[src/rtl/seg7_pkg.sv]
// seg7_pkg: shared definitions for the seven-segment capture path.
//   SEG_TABLE  - active-low {CA..CG} patterns for hex digits 0..F
//                (same table the display encoder uses)
//   err_code_t - error classification reported on err_code
//   state_t    - digit-settling FSM states
package seg7_pkg;

    localparam logic [6:0] SEG_TABLE [16] = '{
        7'h01, 7'h4F, 7'h12, 7'h06, 7'h4C, 7'h24, 7'h20, 7'h0F,
        7'h00, 7'h04, 7'h08, 7'h60, 7'h31, 7'h42, 7'h30, 7'h38
    };

    typedef enum logic [1:0] {
        ERR_NONE    = 2'b00,
        ERR_SEG     = 2'b01,
        ERR_MULTI   = 2'b10,
        ERR_TIMEOUT = 2'b11
    } err_code_t;

    typedef enum logic [1:0] {
        ST_IDLE,
        ST_SETTLE,
        ST_HOLD
    } state_t;

endpackage

[src/rtl/seg7_decode.sv]
// seg7_decode: combinational reverse lookup of an active-low segment pattern.
//   i_seg    - {CA,CB,CC,CD,CE,CF,CG}, active-low
//   o_hit    - pattern is one of the 16 hex glyphs
//   o_nibble - decoded hex value (0 when o_hit is low)
module seg7_decode
    import seg7_pkg::*;
(
    input  logic [6:0] i_seg,
    output logic       o_hit,
    output logic [3:0] o_nibble
);

    // Table entries are unique, so at most one iteration matches.
    always_comb begin
        o_hit    = 1'b0;
        o_nibble = '0;
        for (int unsigned k = 0; k < 16; k++) begin
            if (i_seg == SEG_TABLE[k]) begin
                o_hit    = 1'b1;
                o_nibble = 4'(k);
            end
        end
    end

endmodule

[src/rtl/seg7_capture.sv]
// seg7_capture: reads an eight-digit multiplexed seven-segment bus back into
// a 32-bit word.
//   ck, reset     - clock, synchronous active-high reset
//   an[7:0]       - active-low anodes, bit i selects digit i
//   seg[6:0]      - active-low {CA..CG}, CA is bit 6
//   digits[31:0]  - last complete frame, digit i in [4i+3:4i]
//   frame_valid   - one-cycle pulse when digits updates
//   frame_changed - one-cycle pulse with frame_valid when the word differs
//                   from the previous frame (or is the first since reset)
//   err           - one-cycle error pulse
//   err_code[1:0] - 01 bad pattern, 10 multiple anodes, 11 timeout (held)
// Build option: define SEG7_CAPTURE_CHANGE_EN to enable frame_changed;
// otherwise frame_changed is tied low.
module seg7_capture
    import seg7_pkg::*;
#(
    parameter int unsigned STABLE_CYCLES  = 4,
    parameter int unsigned TIMEOUT_CYCLES = 1_000_000
) (
    input  logic        ck,
    input  logic        reset,
    input  logic [7:0]  an,
    input  logic [6:0]  seg,
    output logic [31:0] digits,
    output logic        frame_valid,
    output logic        frame_changed,
    output logic        err,
    output logic [1:0]  err_code
);

    localparam int unsigned TW = $clog2(TIMEOUT_CYCLES + 1);
    localparam logic [TW-1:0] TMAX = TW'(TIMEOUT_CYCLES);
    localparam logic [TW-1:0] TLAST = TW'(TIMEOUT_CYCLES - 1);
    localparam logic [7:0] CNT_LAST = 8'(STABLE_CYCLES - 1);

    logic [14:0]   r_smp;
    logic [14:0]   r_prev;
    state_t        r_state;
    state_t        w_state_next;
    logic [7:0]    r_cnt;
    logic [7:0]    w_cnt_next;
    logic [7:0]    r_seen;
    logic [31:0]   r_shadow;
    logic [TW-1:0] r_tcnt;
    err_code_t     r_err_code;

    logic [7:0]  w_an;
    logic [7:0]  w_prev_an;
    logic [3:0]  w_low;
    logic [3:0]  w_prev_low;
    logic        w_one;
    logic        w_multi;
    logic        w_multi_edge;
    logic        w_same;
    logic [2:0]  w_idx;
    logic        w_accept;
    logic        w_hit;
    logic [3:0]  w_nibble;
    logic [7:0]  w_seen_acc;
    logic        w_complete;
    logic [31:0] w_merged;
    logic        w_timeout;

    assign w_an         = r_smp[14:7];
    assign w_prev_an    = r_prev[14:7];
    assign w_low        = 4'($countones(~w_an));
    assign w_prev_low   = 4'($countones(~w_prev_an));
    assign w_one        = (w_low == 4'd1);
    assign w_multi      = (w_low >= 4'd2);
    assign w_multi_edge = w_multi && (w_prev_low < 4'd2);
    assign w_same       = (r_smp == r_prev);

    always_comb begin
        w_idx = '0;
        for (int unsigned k = 0; k < 8; k++) begin
            if (!w_an[k]) w_idx = 3'(k);
        end
    end

    seg7_decode u_decode (
        .i_seg    (r_smp[6:0]),
        .o_hit    (w_hit),
        .o_nibble (w_nibble)
    );

    // HOLD only leaves on a change of the sampled bus, so a digit that stays
    // lit is accepted exactly once per appearance.
    always_comb begin
        w_state_next = r_state;
        w_cnt_next   = r_cnt;
        w_accept     = 1'b0;
        case (r_state)
            ST_IDLE: begin
                if (w_one) begin
                    w_state_next = ST_SETTLE;
                    w_cnt_next   = 8'd1;
                end
            end
            ST_SETTLE: begin
                if (w_same) begin
                    if (r_cnt == CNT_LAST) begin
                        w_accept     = 1'b1;
                        w_state_next = ST_HOLD;
                    end else begin
                        w_cnt_next = r_cnt + 8'd1;
                    end
                end else if (w_one) begin
                    w_cnt_next = 8'd1;
                end else begin
                    w_state_next = ST_IDLE;
                end
            end
            ST_HOLD: begin
                if (!w_same) begin
                    if (w_one) begin
                        w_state_next = ST_SETTLE;
                        w_cnt_next   = 8'd1;
                    end else begin
                        w_state_next = ST_IDLE;
                    end
                end
            end
            default: w_state_next = ST_IDLE;
        endcase
    end

    always_comb begin
        w_merged = r_shadow;
        w_merged[{w_idx, 2'b00} +: 4] = w_nibble;
    end

    assign w_seen_acc = r_seen | (8'd1 << w_idx);
    assign w_complete = w_accept && w_hit && (w_seen_acc == 8'hFF);
    assign w_timeout  = !w_accept && (r_tcnt == TLAST);

    // The sample registers reset to the idle (all-high) bus so a multi-anode
    // pattern present at release is still seen as a fresh entry.
    always_ff @(posedge ck) begin
        if (reset) begin
            r_smp       <= '1;
            r_prev      <= '1;
            r_state     <= ST_IDLE;
            r_cnt       <= '0;
            r_seen      <= '0;
            r_shadow    <= '0;
            r_tcnt      <= '0;
            r_err_code  <= ERR_NONE;
            digits      <= '0;
            frame_valid <= 1'b0;
            err         <= 1'b0;
        end else begin
            r_smp       <= {an, seg};
            r_prev      <= r_smp;
            r_state     <= w_state_next;
            r_cnt       <= w_cnt_next;
            frame_valid <= 1'b0;
            err         <= 1'b0;

            if (w_accept) r_tcnt <= '0;
            else if (r_tcnt != TMAX) r_tcnt <= r_tcnt + 1'b1;

            if (w_accept) begin
                if (w_hit) begin
                    r_shadow <= w_merged;
                    if (w_complete) begin
                        digits      <= w_merged;
                        frame_valid <= 1'b1;
                        r_seen      <= '0;
                    end else begin
                        r_seen <= w_seen_acc;
                    end
                end else begin
                    err        <= 1'b1;
                    r_err_code <= ERR_SEG;
                end
            end else if (w_timeout) begin
                r_seen     <= '0;
                err        <= 1'b1;
                r_err_code <= ERR_TIMEOUT;
            end else if (w_multi_edge) begin
                err        <= 1'b1;
                r_err_code <= ERR_MULTI;
            end
        end
    end

    assign err_code = r_err_code;

`ifdef SEG7_CAPTURE_CHANGE_EN
    // digits itself holds the previous frame; r_have marks that one exists.
    logic r_have;
    logic r_changed;

    always_ff @(posedge ck) begin
        if (reset) begin
            r_have    <= 1'b0;
            r_changed <= 1'b0;
        end else begin
            r_changed <= 1'b0;
            if (w_complete) begin
                r_changed <= !r_have || (w_merged != digits);
                r_have    <= 1'b1;
            end
        end
    end

    assign frame_changed = r_changed;
`else
    assign frame_changed = 1'b0;
`endif

endmodule

[config.mk]
export PLATFORM = sky130hd
export DESIGN_NAME = seg7_capture
export DESIGN_NICKNAME = d
export VERILOG_FILES = /design/src/rtl/seg7_pkg.sv /design/src/rtl/seg7_decode.sv /design/src/rtl/seg7_capture.sv
export SDC_FILE = /design/constraint.sdc
export NUM_CORES = 1
export LEC_CHECK = 0
export ABC_CLOCK_PERIOD_IN_PS = 6700
export BUFFER_PORTS_ARGS = -buffer_cell sky130_fd_sc_hd__buf_2
export CORE_MARGIN = 2
export CORE_UTILIZATION = 30
export DETAILED_ROUTE_END_ITERATION = 6
export PLACE_DENSITY_LB_ADDON = 0.1
export SLEW_MARGIN = 40
export SYNTH_ARGS = -nofsm -noshare
export SYNTH_HDL_FRONTEND = slang
export SYNTH_HIERARCHICAL = 1
export SYNTH_SLANG_ARGS = --single-unit
export TNS_END_PERCENT = 30
[constraint.sdc]
create_clock -name ck -period 6.7 [get_ports ck]
set_clock_uncertainty 0.2 [all_clocks]
set_input_delay 1.34 -clock ck [delete_from_list [all_inputs] [get_ports ck]]
set_output_delay 1.34 -clock ck [all_outputs]
set_load 0.01 [all_outputs]
==> flow_summary.json, run 1 <==
{
  "synth_compound_area_share_pct": 11.2,
  "grt_max_degree": 104,
  "crit_type": "flop to flop",
  "power.switching_mw": 0.488,
  "cts_setup_buffers": 0,
  "antenna_found_initial": 0,
  "nets": 785,
  "clock_latency_ns": 0.42,
  "syn_inst": 711,
  "yosysWarnings": 6,
  "cp.required_ns": 6.81,
  "routed_wl_mm": 15.6,
  "rows": 54,
  "clkPwrFrac_pct": 48.2,
  "io-pin-count": 54,
  "die_w_um": 154,
  "fin_util_pct": 35.3,
  "root_buffer": "clkbuf_16",
  "cts-hold-fix-buffers": 0,
  "ctsHtreeMaxLevel": 4,
  "path_clk_slew_ns": 0.06,
  "wl_per_cell_um": 15.0,
  "status": "finished, final reports clean",
  "synth-xor-area-share_pct": 4.57,
  "crit_path_end_kind": "flop",
  "max_slew_margin_pct": 48.0,
  "yosys_register_bits": 136,
  "finalSetupViolCount": 0,
  "die_h_um": 154,
  "grt_pass1_wl_mm": 26.0,
  "drtPass1Iterations": 5,
  "synth_top_family_by_area": "simple AND/OR/NAND/NOR gates",
  "rrSetupSlack_ns": 2.62,
  "startpoint_type": "flop",
  "grt_usage_pct": 13.7,
  "cts_tree": "built",
  "dieArea_mm2": 0.0236,
  "crit_fanout": 4,
  "initial_core_util_pct": 30.6,
  "synth_mux_area_share_pct": 9.44,
  "cts-resized-gates": 0,
  "antenna_left": 0,
  "gp_congestion": 0.777,
  "vias_per_cell": 4.86,
  "pre_cts_ws_ns": 2.62,
  "synth_edf_count": 0,
  "critical_path.cell_chain": "fa_1, inv_1, fa_1, fa_1, ha_1, inv_1, fa_1, a211oi_1, mux2_2, and3_1, o22a_1, a21oi_1, a211o_1",
  "worst_ir_drop_vdd_uv": 146,
  "clock-sinks": 136,
  "core_region_area_mm2": 0.0219,
  "drive_above_1_share_pct": 17.7,
  "finalCritPeriodShare_pct": 60.9,
  "vias": 5045,
  "tightest_slew_ns": 0.779,
  "synthToLayoutAreaGrowth_pct": 15.2,
  "yosysUniqueCellTypes": 70,
  "synthFlopType": "dfxtp_1",
  "slew_violations": 0,
  "power.share.combinational_pct": 9.1,
  "synthArstFlopShare_pct": 0,
  "grt_pass1_vias": 5063,
  "grt.overflow.total": 0,
  "drt_iter0_markers": 230,
  "grt_setup_unrepaired": "no",
  "ys_seq_area_share_pct": 40.6,
  "antenna_cells": 0,
  "synth-adder-area-share_pct": 5.15,
  "synth_area_mm2": 0.00671,
  "drc": 0,
  "hold_viol": 0,
  "p_total_mw": 1.99,
  "slowest_delay_ns": 0.54,
  "pwr_density_cell_mw_per_mm2": 257,
  "p_sw_share_pct": 24.6,
  "final_area_mm2": 0.00773,
  "post-dp-hpwl_mm": 11.2,
  "max_freq_mhz": 245,
  "seq_power_share_pct": 42.7,
  "port_buffers": 52,
  "tns_ns": 0,
  "period_minus_slack_ns": 4.08,
  "internal_power_mw": 1.50,
  "cp_slowest_cell": "fa_1",
  "synth_simple_gate_area_share_pct": 23.8,
  "hold_class": "flop to flop",
  "drv_cap": 0,
  "finalWorstSetupSlack_ns": 2.62,
  "syn_avg_cell_area_um2": 9.43,
  "placed_area_mm2": 0.00712,
  "numCtsBuffers": 17,
  "p_leak_nw": 3.14,
  "synth_nets": 750,
  "critical_path_arrival_ns": 4.20,
  "clk_path_buf_depth": 2,
  "cp_common_cell": "fa_1"
}
layout make-up:
type / count / area (um2)
well taps: 280 / 350
clock inverters: 12 / 150
inverters: 30 / 113
flip-flops and latches: 136 / 2720
clock buffers: 20 / 457
fillers: 2267 / 14200
multi-input cells: 505 / 3640
repair buffers: 56 / 297
cells in the final DEF, fill, tap and decap left out, drive strengths merged, types with 4 or more instances in the layout:
| cell type | Yosys | final |
|---|---|---|
| a21oi | 9 | 9 |
| nor4b | 4 | 4 |
| a211oi | 37 | 37 |
| nor3b | 9 | 9 |
| nand4 | 8 | 8 |
| nor2 | 102 | 102 |
| or2 | 25 | 25 |
| xnor2 | 20 | 20 |
| dfxtp | 136 | 136 |
| nor4 | 8 | 8 |
| a32o | 9 | 9 |
| fa | 8 | 8 |
| nand3 | 23 | 23 |
| clkbuf | 25 | 20 |
| and3 | 10 | 10 |
| a311oi | 7 | 7 |
| xor2 | 15 | 15 |
| nand2 | 39 | 39 |
| and4 | 5 | 5 |
| nor3 | 12 | 12 |
| and2 | 13 | 13 |
| a31oi | 4 | 4 |
| buf | 15 | 56 |
| ha | 14 | 14 |
| clkinv | 0 | 6 |
| nand2b | 6 | 6 |
| inv | 30 | 30 |
| nor2b | 7 | 7 |
| mux2i | 61 | 61 |
| o21ai | 11 | 11 |
flip-flops by register name (all words and copies together), names as in the netlist:
signal and cells:
digits 32, r_shadow 32, r_tcnt 20, r_prev 15
r_smp 15, r_cnt 8, r_seen 8, err_code 2
r_state 2, err 1, frame_valid 1
stage by stage:
step | hold WS (ns) | instances
6_report | 0.278 | 1039
5_1_grt | 0.294 | 1039
4_1_cts | 0.281 | 1039
3_5_place_dp | 0.267 | 1007
3_3_place_gp | 0.260 | 1007
2_1_floorplan | 0.243 | 711
cell usage after synthesis, drive strengths merged (3+ instances only):
master,count,share of area [%]
nor2b,7,0.69
a21oi,9,0.67
and3,10,0.93
buf,15,1.5
inv,30,1.7
o22ai,3,0.37
o21ai,11,0.82
nor3,12,1.9
a211oi,37,4.2
nand3,23,1.9
and2,13,1.2
ha,14,2.6
clkbuf,25,2.0
nand4,8,0.84
dfxtp,136,41
mux2i,61,9.1
a311oi,7,0.91
nand2b,6,0.56
a211o,3,0.39
xor2,15,2.0
nor4b,4,0.52
fa,8,2.4
or2,25,2.3
nand3b,3,0.34
and4,5,0.65
xnor2,20,2.6
a32o,9,1.3
a31oi,4,0.37
nor3b,9,1.1
nand2,39,2.2
nor4,8,1.4
nor2,102,5.7
power by group through the flow:
stage	logic [mW]	clock network, mW	registers (mW)
6_report	0.180	0.959	0.848
3_3_place_gp	0.178	0	0.865
5_1_grt	0.204	1.03	0.851
4_1_cts	0.182	0.987	0.848
3_5_place_dp	0.181	0	0.866
2_1_floorplan	0.141	0	0.858
per-layer routing:
layer	up-vias	wire (um)	GRT usage, %
met5	-	0	0
met4	0	66	3.28
met1	2395	7590	17.6
met3	2	566	3.75
met2	82	7390	22.8
li1	2566	-	-
worst paths after layout:
path,start,endpoint,depth (start not counted)
max,r_smp[7]$_SDFF_PP1_,r_cnt[6]$_SDFFE_PP0P_,13
min,r_shadow[12]$_SDFFE_PP0P_,digits[12]$_SDFFE_PP0P_,2
max reg2reg,r_smp[7]$_SDFF_PP1_,r_cnt[6]$_SDFFE_PP0P_,13
min reg2reg,r_shadow[12]$_SDFFE_PP0P_,digits[12]$_SDFFE_PP0P_,2
worst max-delay path, delay by kind of cell (launching register included):
| kind | cells | cell delay [ns] |
|---|---|---|
| AND/OR/NAND/NOR | 1 | 0.23 |
| buffers and inverters | 2 | 0.11 |
| adder cells (fa/ha/maj) | 5 | 2.04 |
| AO/OA/AOI/OAI | 4 | 0.85 |
| multiplexers | 1 | 0.21 |
| flip-flops | 1 | 0.34 |
cell families after synthesis:
kind of cell             count (synthesis)
AO/OA/AOI/OAI                           98
XOR/XNOR                                35
adder cells (fa/ha/maj)                 23
buffers and inverters                   70
flip-flops                             136
multiplexers                            63
other                                    1
AND/OR/NAND/NOR                        285
No activity file was read; power rests on OpenSTA's default activity.
==> run 2: changes to the inputs <==
--- a/config.mk
+++ b/config.mk
@@ -5,7 +5,7 @@
 export SDC_FILE = /design/constraint.sdc
 export NUM_CORES = 1
 export LEC_CHECK = 0
-export ABC_CLOCK_PERIOD_IN_PS = 6700
+export ABC_CLOCK_PERIOD_IN_PS = 3530
 export BUFFER_PORTS_ARGS = -buffer_cell sky130_fd_sc_hd__buf_2
 export CORE_MARGIN = 2
 export CORE_UTILIZATION = 30
==> constraint.sdc (replaced) <==
create_clock -name ck -period 3.53 [get_ports ck]
set_clock_uncertainty 0.2 [all_clocks]
set_input_delay 0.706 -clock ck [delete_from_list [all_inputs] [get_ports ck]]
set_output_delay 0.706 -clock ck [all_outputs]
set_load 0.01 [all_outputs]
==> flow_summary.json, run 2 (synthesis results as in run 1) <==
{
  "status": "finished, violations left",
  "violations": "setup timing",
  "pre_cts_ws_ns": -0.424,
  "reg_top3": "digits x32, r_shadow x32, r_tcnt x20",
  "p_total_mw": 3.86,
  "slew_violations": 0,
  "period_minus_slack_ns": 4.01,
  "grt_max_degree": 67,
  "fin_util_pct": 37.4,
  "crit_path_end_kind": "flop",
  "critical_path_arrival_ns": 4.12,
  "pwr_density_cell_mw_per_mm2": 471,
  "antenna_left": 0,
  "clock_latency_ns": 0.42,
  "die_h_um": 154,
  "grt_pass1_vias": 5284,
  "slowest_delay_ns": 0.53,
  "whs_ns": 0.267,
  "grt_pass1_wl_mm": 26.5,
  "io-pin-count": 54,
  "cts_tree": "built",
  "initial_core_util_pct": 30.6,
  "root_buffer": "clkbuf_16",
  "startpoint_type": "flop",
  "hold_viol": 0,
  "antenna_cells": 0,
  "finalSetupViolCount": 12,
  "cp.required_ns": 3.64,
  "grt_setup_unrepaired": "yes",
  "min_from": "an[5]",
  "vias_per_cell": 4.88,
  "dp_cells": 1053,
  "instances_no_fill": 1087,
  "hold_depth": 2,
  "r2r_start": "r_smp[7]$_SDFF_PP1_",
  "die_w_um": 154,
  "ctsHtreeMaxLevel": 4,
  "cp_top_family": "adder cells",
  "core_region_area_mm2": 0.0219,
  "mostFrequentLayoutCells": "135 x dfxtp_1, 101 x nor2_1, 61 x mux2i_1",
  "hold_class": "input pin to flop",
  "dieArea_mm2": 0.0236,
  "worst_ir_drop_vdd_uv": 285,
  "holdPathEnd": "r_smp[12]$_SDFF_PP1_",
  "rows": 54,
  "max_freq_mhz": 250,
  "cp-startpoint": "r_smp[7]$_SDFF_PP1_",
  "port_buffers": 52,
  "antenna_found_initial": 0,
  "crit_type": "flop to flop",
  "vias": 5301,
  "grt.overflow.total": 0,
  "p_leak_nw": 3.39,
  "routed_wl_mm": 16.0,
  "path_buf_inv": 4,
  "tightest_slew_ns": 0.873,
  "numCtsBuffers": 17,
  "synthToLayoutAreaGrowth_pct": 22.2,
  "drc": 0,
  "nets": 834,
  "rrSetupSlack_ns": -0.48,
  "grt_usage_pct": 14.0,
  "drv_cap": 0,
  "finalWorstSetupSlack_ns": -0.476,
  "critical_path.cell_chain": "fa_1, inv_1, fa_1, fa_1, ha_2, inv_2, fa_2, mux2_4, and3_4, o22a_1, buf_4, buf_4, a311oi_1",
  "mostFrequentLayoutCell": "dfxtp_1",
  "cp_common_cell": "fa_1",
  "drt_iter0_markers": 241,
  "drtPass1Iterations": 4,
  "max_slew_margin_pct": 41.4,
  "reg2reg_to": "r_cnt[3]$_SDFFE_PP0P_",
  "finalCritPeriodShare_pct": 113,
  "clock-sinks": 136,
  "gp_congestion": 0.773,
  "r2r_cells": 13,
  "drive_above_1_share_pct": 24.4,
  "path_clk_slew_ns": 0.06,
  "crit_fanout": 4,
  "clk_path_buf_depth": 2,
  "post-dp-hpwl_mm": 11.5,
  "wl_per_cell_um": 14.7,
  "cp_slowest_cell": "fa_1"
}
[run 2: cell types whose count changed in the layout (fill, tap and decap cells not counted), moves of 2 or more]
cell        change
o21ai_1         +3
o21ai_0         -3
clkinv_4        +2
buf_4          +48
clkinv_2        -2
nand3_1         -2
clkinvlp_4      -2
a211oi_1        -2
nand3_4         +2
[run 2: cell type report]
class | instances | area [um2]
clock inverters | 10 | 121
flip-flops and latches | 136 | 2720
inverters | 30 | 113
repair buffers | 105 | 677
fillers | 2232 | 13700
well taps | 280 | 350
multi-input cells | 505 | 3750
clock buffers | 21 | 460
[run 2: report_power, final]
part	switching [mW]	internal (mW)	leakage (nW)	total [mW]
clock network	0.678	1.08	0.283	1.75
registers	0.0385	1.57	1.10	1.61
logic	0.266	0.233	2.00	0.499
total	0.983	2.88	3.39	3.86
[run 2: timing repair]
item,CTS,global route
hold buffers,0,0
setup endpoints to repair,20,23
gates resized for setup,21,8
buffers inserted,3,2
pin swaps,10,5
[run 2: worst max-delay path by stage]
stage | end | slack (ns) | cells after the start
after global placement | r_cnt[7]$_SDFFE_PP0P_ | -0.36 | 13
after global routing | r_cnt[3]$_SDFFE_PP0P_ | -0.67 | 13
after floorplan | r_cnt[6]$_SDFFE_PP0P_ | -0.23 | 13
final | r_cnt[3]$_SDFFE_PP0P_ | -0.48 | 13
after detailed placement | r_cnt[6]$_SDFFE_PP0P_ | -0.42 | 13
after CTS | r_cnt[7]$_SDFFE_PP0P_ | -0.32 | 13
[run 2: per-stage QoR]
step	area, um2	TNS [ns]
floorplan	6710	-0.788
global placement	7480	-3.03
detailed placement	7480	-3.27
CTS	8160	-2.37
global route	8200	-4.62
finish	8200	-2.35
[run 2: worst reg2reg max path, delay by kind of cell, from the launching register on]
family | cells | cell delay [ns]
mux | 1 | 0.28
compound gates | 2 | 0.51
flops | 1 | 0.33
simple gates | 1 | 0.20
buf+inv | 4 | 0.36
fa+ha+maj | 5 | 2.03
[run 2: per-layer routing]
metal | track usage [%] | vias up | wire length (um)
li1 | - | 2660 | -
met1 | 17.5 | 2522 | 7430
met2 | 23.3 | 97 | 7690
met3 | 3.13 | 22 | 546
met4 | 5.64 | 0 | 280
met5 | 0 | - | 0
==> run 3: changes to the inputs <==
--- a/config.mk
+++ b/config.mk
@@ -5,10 +5,11 @@
 export SDC_FILE = /design/constraint.sdc
 export NUM_CORES = 1
 export LEC_CHECK = 0
-export ABC_CLOCK_PERIOD_IN_PS = 3530
+export ABC_CLOCK_PERIOD_IN_PS = 4260
 export BUFFER_PORTS_ARGS = -buffer_cell sky130_fd_sc_hd__buf_2
 export CORE_MARGIN = 2
-export CORE_UTILIZATION = 30
+export CORE_UTILIZATION = 55
+export CTS_CLUSTER_DIAMETER = 200
 export DETAILED_ROUTE_END_ITERATION = 6
 export PLACE_DENSITY_LB_ADDON = 0.1
 export SLEW_MARGIN = 40
==> constraint.sdc (replaced) <==
create_clock -name ck -period 4.26 [get_ports ck]
set_clock_uncertainty 0.2 [all_clocks]
set_input_delay 0.852 -clock ck [delete_from_list [all_inputs] [get_ports ck]]
set_output_delay 0.852 -clock ck [all_outputs]
set_load 0.01 [all_outputs]
==> flow_summary.json, run 3 (synthesis results as in run 1) <==
{
  "pwr_density_cell_mw_per_mm2": 410,
  "dp_cells": 880,
  "finalWorstSetupSlack_ns": 0.172,
  "r2r_start": "r_smp[8]$_SDFF_PP1_",
  "cts-hold-fix-buffers": 0,
  "crit_path_end_kind": "flop",
  "cp_top_family": "adder cells",
  "period_minus_slack_ns": 4.09,
  "post-dp-hpwl_mm": 10.1,
  "gp_congestion": 0.863,
  "grt_usage_pct": 23.1,
  "initial_core_util_pct": 56.1,
  "p_total_mw": 3.12,
  "routed_wl_mm": 14.4,
  "finalCritPeriodShare_pct": 96.0,
  "grt_max_degree": 75,
  "hold_class": "flop to flop",
  "instances_no_fill": 912,
  "min_from": "r_seen[7]$_SDFFE_PP0P_",
  "crit_end": "r_cnt[6]$_SDFFE_PP0P_",
  "drv_cap": 0,
  "tightest_slew_ns": 0.805,
  "cp_slowest_cell": "fa_1",
  "drc": 0,
  "fin_util_pct": 63.6,
  "wl_per_cell_um": 15.8,
  "finalSetupViolCount": 0,
  "path_depth": 12,
  "r2r_cells": 12,
  "ctsHtreeMaxLevel": 4,
  "whs_ns": 0.268,
  "rows": 40,
  "max_slew_margin_pct": 46.4,
  "hold_viol": 0,
  "slowest_delay_ns": 0.50,
  "clk_path_buf_depth": 2,
  "mostFrequentLayoutCells": "136 x dfxtp_1, 102 x nor2_1, 61 x mux2i_1",
  "root_buffer": "clkbuf_16",
  "placed_area_mm2": 0.00700,
  "vias": 5189,
  "grt.overflow.total": 0,
  "dieArea_mm2": 0.0131,
  "grt_pass1_wl_mm": 24.0,
  "critical_path.cell_chain": "fa_1, inv_1, fa_1, fa_1, ha_1, inv_1, fa_1, mux2_2, and3_1, a211oi_1, nor3b_1, a211o_1",
  "cp_common_cell": "fa_1",
  "p_leak_nw": 3.17,
  "cts-resized-gates": 0,
  "antenna_cells": 0,
  "drt_iter0_markers": 269,
  "numCtsBuffers": 17,
  "path_clk_slew_ns": 0.06,
  "vias_per_cell": 5.69,
  "tns_ns": 0,
  "slew_violations": 0,
  "cp.required_ns": 4.43,
  "max_freq_mhz": 245,
  "clock-sinks": 136,
  "hold_depth": 1,
  "die_h_um": 114,
  "crit_type": "flop to flop",
  "die_w_um": 114,
  "antenna_found_initial": 0,
  "mostFrequentLayoutCell": "dfxtp_1",
  "cts_tree": "built",
  "io-pin-count": 54,
  "rrSetupSlack_ns": 0.17,
  "grt_pass1_vias": 4953,
  "port_buffers": 52,
  "drive_above_1_share_pct": 18.2,
  "nets": 791,
  "status": "finished, final reports clean",
  "crit_fanout": 5,
  "synthToLayoutAreaGrowth_pct": 13.4,
  "core_region_area_mm2": 0.0120,
  "cts_setup_buffers": 0,
  "cp-startpoint": "r_smp[8]$_SDFF_PP1_",
  "worst_ir_drop_vdd_uv": 316,
  "drtPass1Iterations": 4,
  "startpoint_type": "flop",
  "pre_cts_ws_ns": 0.188,
  "reg2reg_to": "r_cnt[6]$_SDFFE_PP0P_",
  "final_area_mm2": 0.00761,
  "clock_latency_ns": 0.42,
  "path_buf_inv": 2,
  "grt_setup_unrepaired": "no",
  "critical_path_arrival_ns": 4.25,
  "antenna_left": 0,
  "reg_top3": "digits x32, r_shadow x32, r_tcnt x20"
}
run 3: cell count changes in the layout (fill, tap and decap cells not counted), moves of 3 or more:
cell | before | now
clkinv_2 | 2 | 5
buf_4 | 52 | 9
o21ai_1 | 4 | 1
o21ai_0 | 7 | 10
run 3: worst register-to-register path, stage by stage, from the launching register on:
cell,delay [ns]
dfxtp_1,0.42
fa_1,0.44
inv_1,0.09
fa_1,0.44
fa_1,0.50
ha_1,0.17
inv_1,0.06
fa_1,0.38
mux2_2,0.29
and3_1,0.23
a211oi_1,0.35
nor3b_1,0.32
a211o_1,0.14
run 3: area by class of cell:
type	instances	area, um2
Clock buffer	20	457
Clock inverter	12	149
Fill cell	1023	4350
Inverter	30	113
Multi-Input combinational cell	505	3630
Sequential cell	136	2720
Tap cell	147	184
Timing Repair Buffer	62	348
run 3: layer usage:
metal	wire length [um]	GRT usage, %
met5	0	0
met4	171	8.62
met3	632	4.66
met2	6840	38.1
met1	6760	29.8
run 3: worst min path at each step:
stage,end,slack (ns)
final,r_seen[7]$_SDFFE_PP0P_,0.27
after global routing,r_seen[7]$_SDFFE_PP0P_,0.29
after CTS,r_seen[7]$_SDFFE_PP0P_,0.27
after detailed placement,r_seen[7]$_SDFFE_PP0P_,0.26
after global placement,r_seen[7]$_SDFFE_PP0P_,0.25
after floorplan,r_seen[7]$_SDFFE_PP0P_,0.24
run 3: where the power goes:
group	internal (mW)	total (mW)	switching, mW
Clock	0.948	1.50	0.549
Combinational	0.113	0.289	0.176
Sequential	1.30	1.33	0.0325
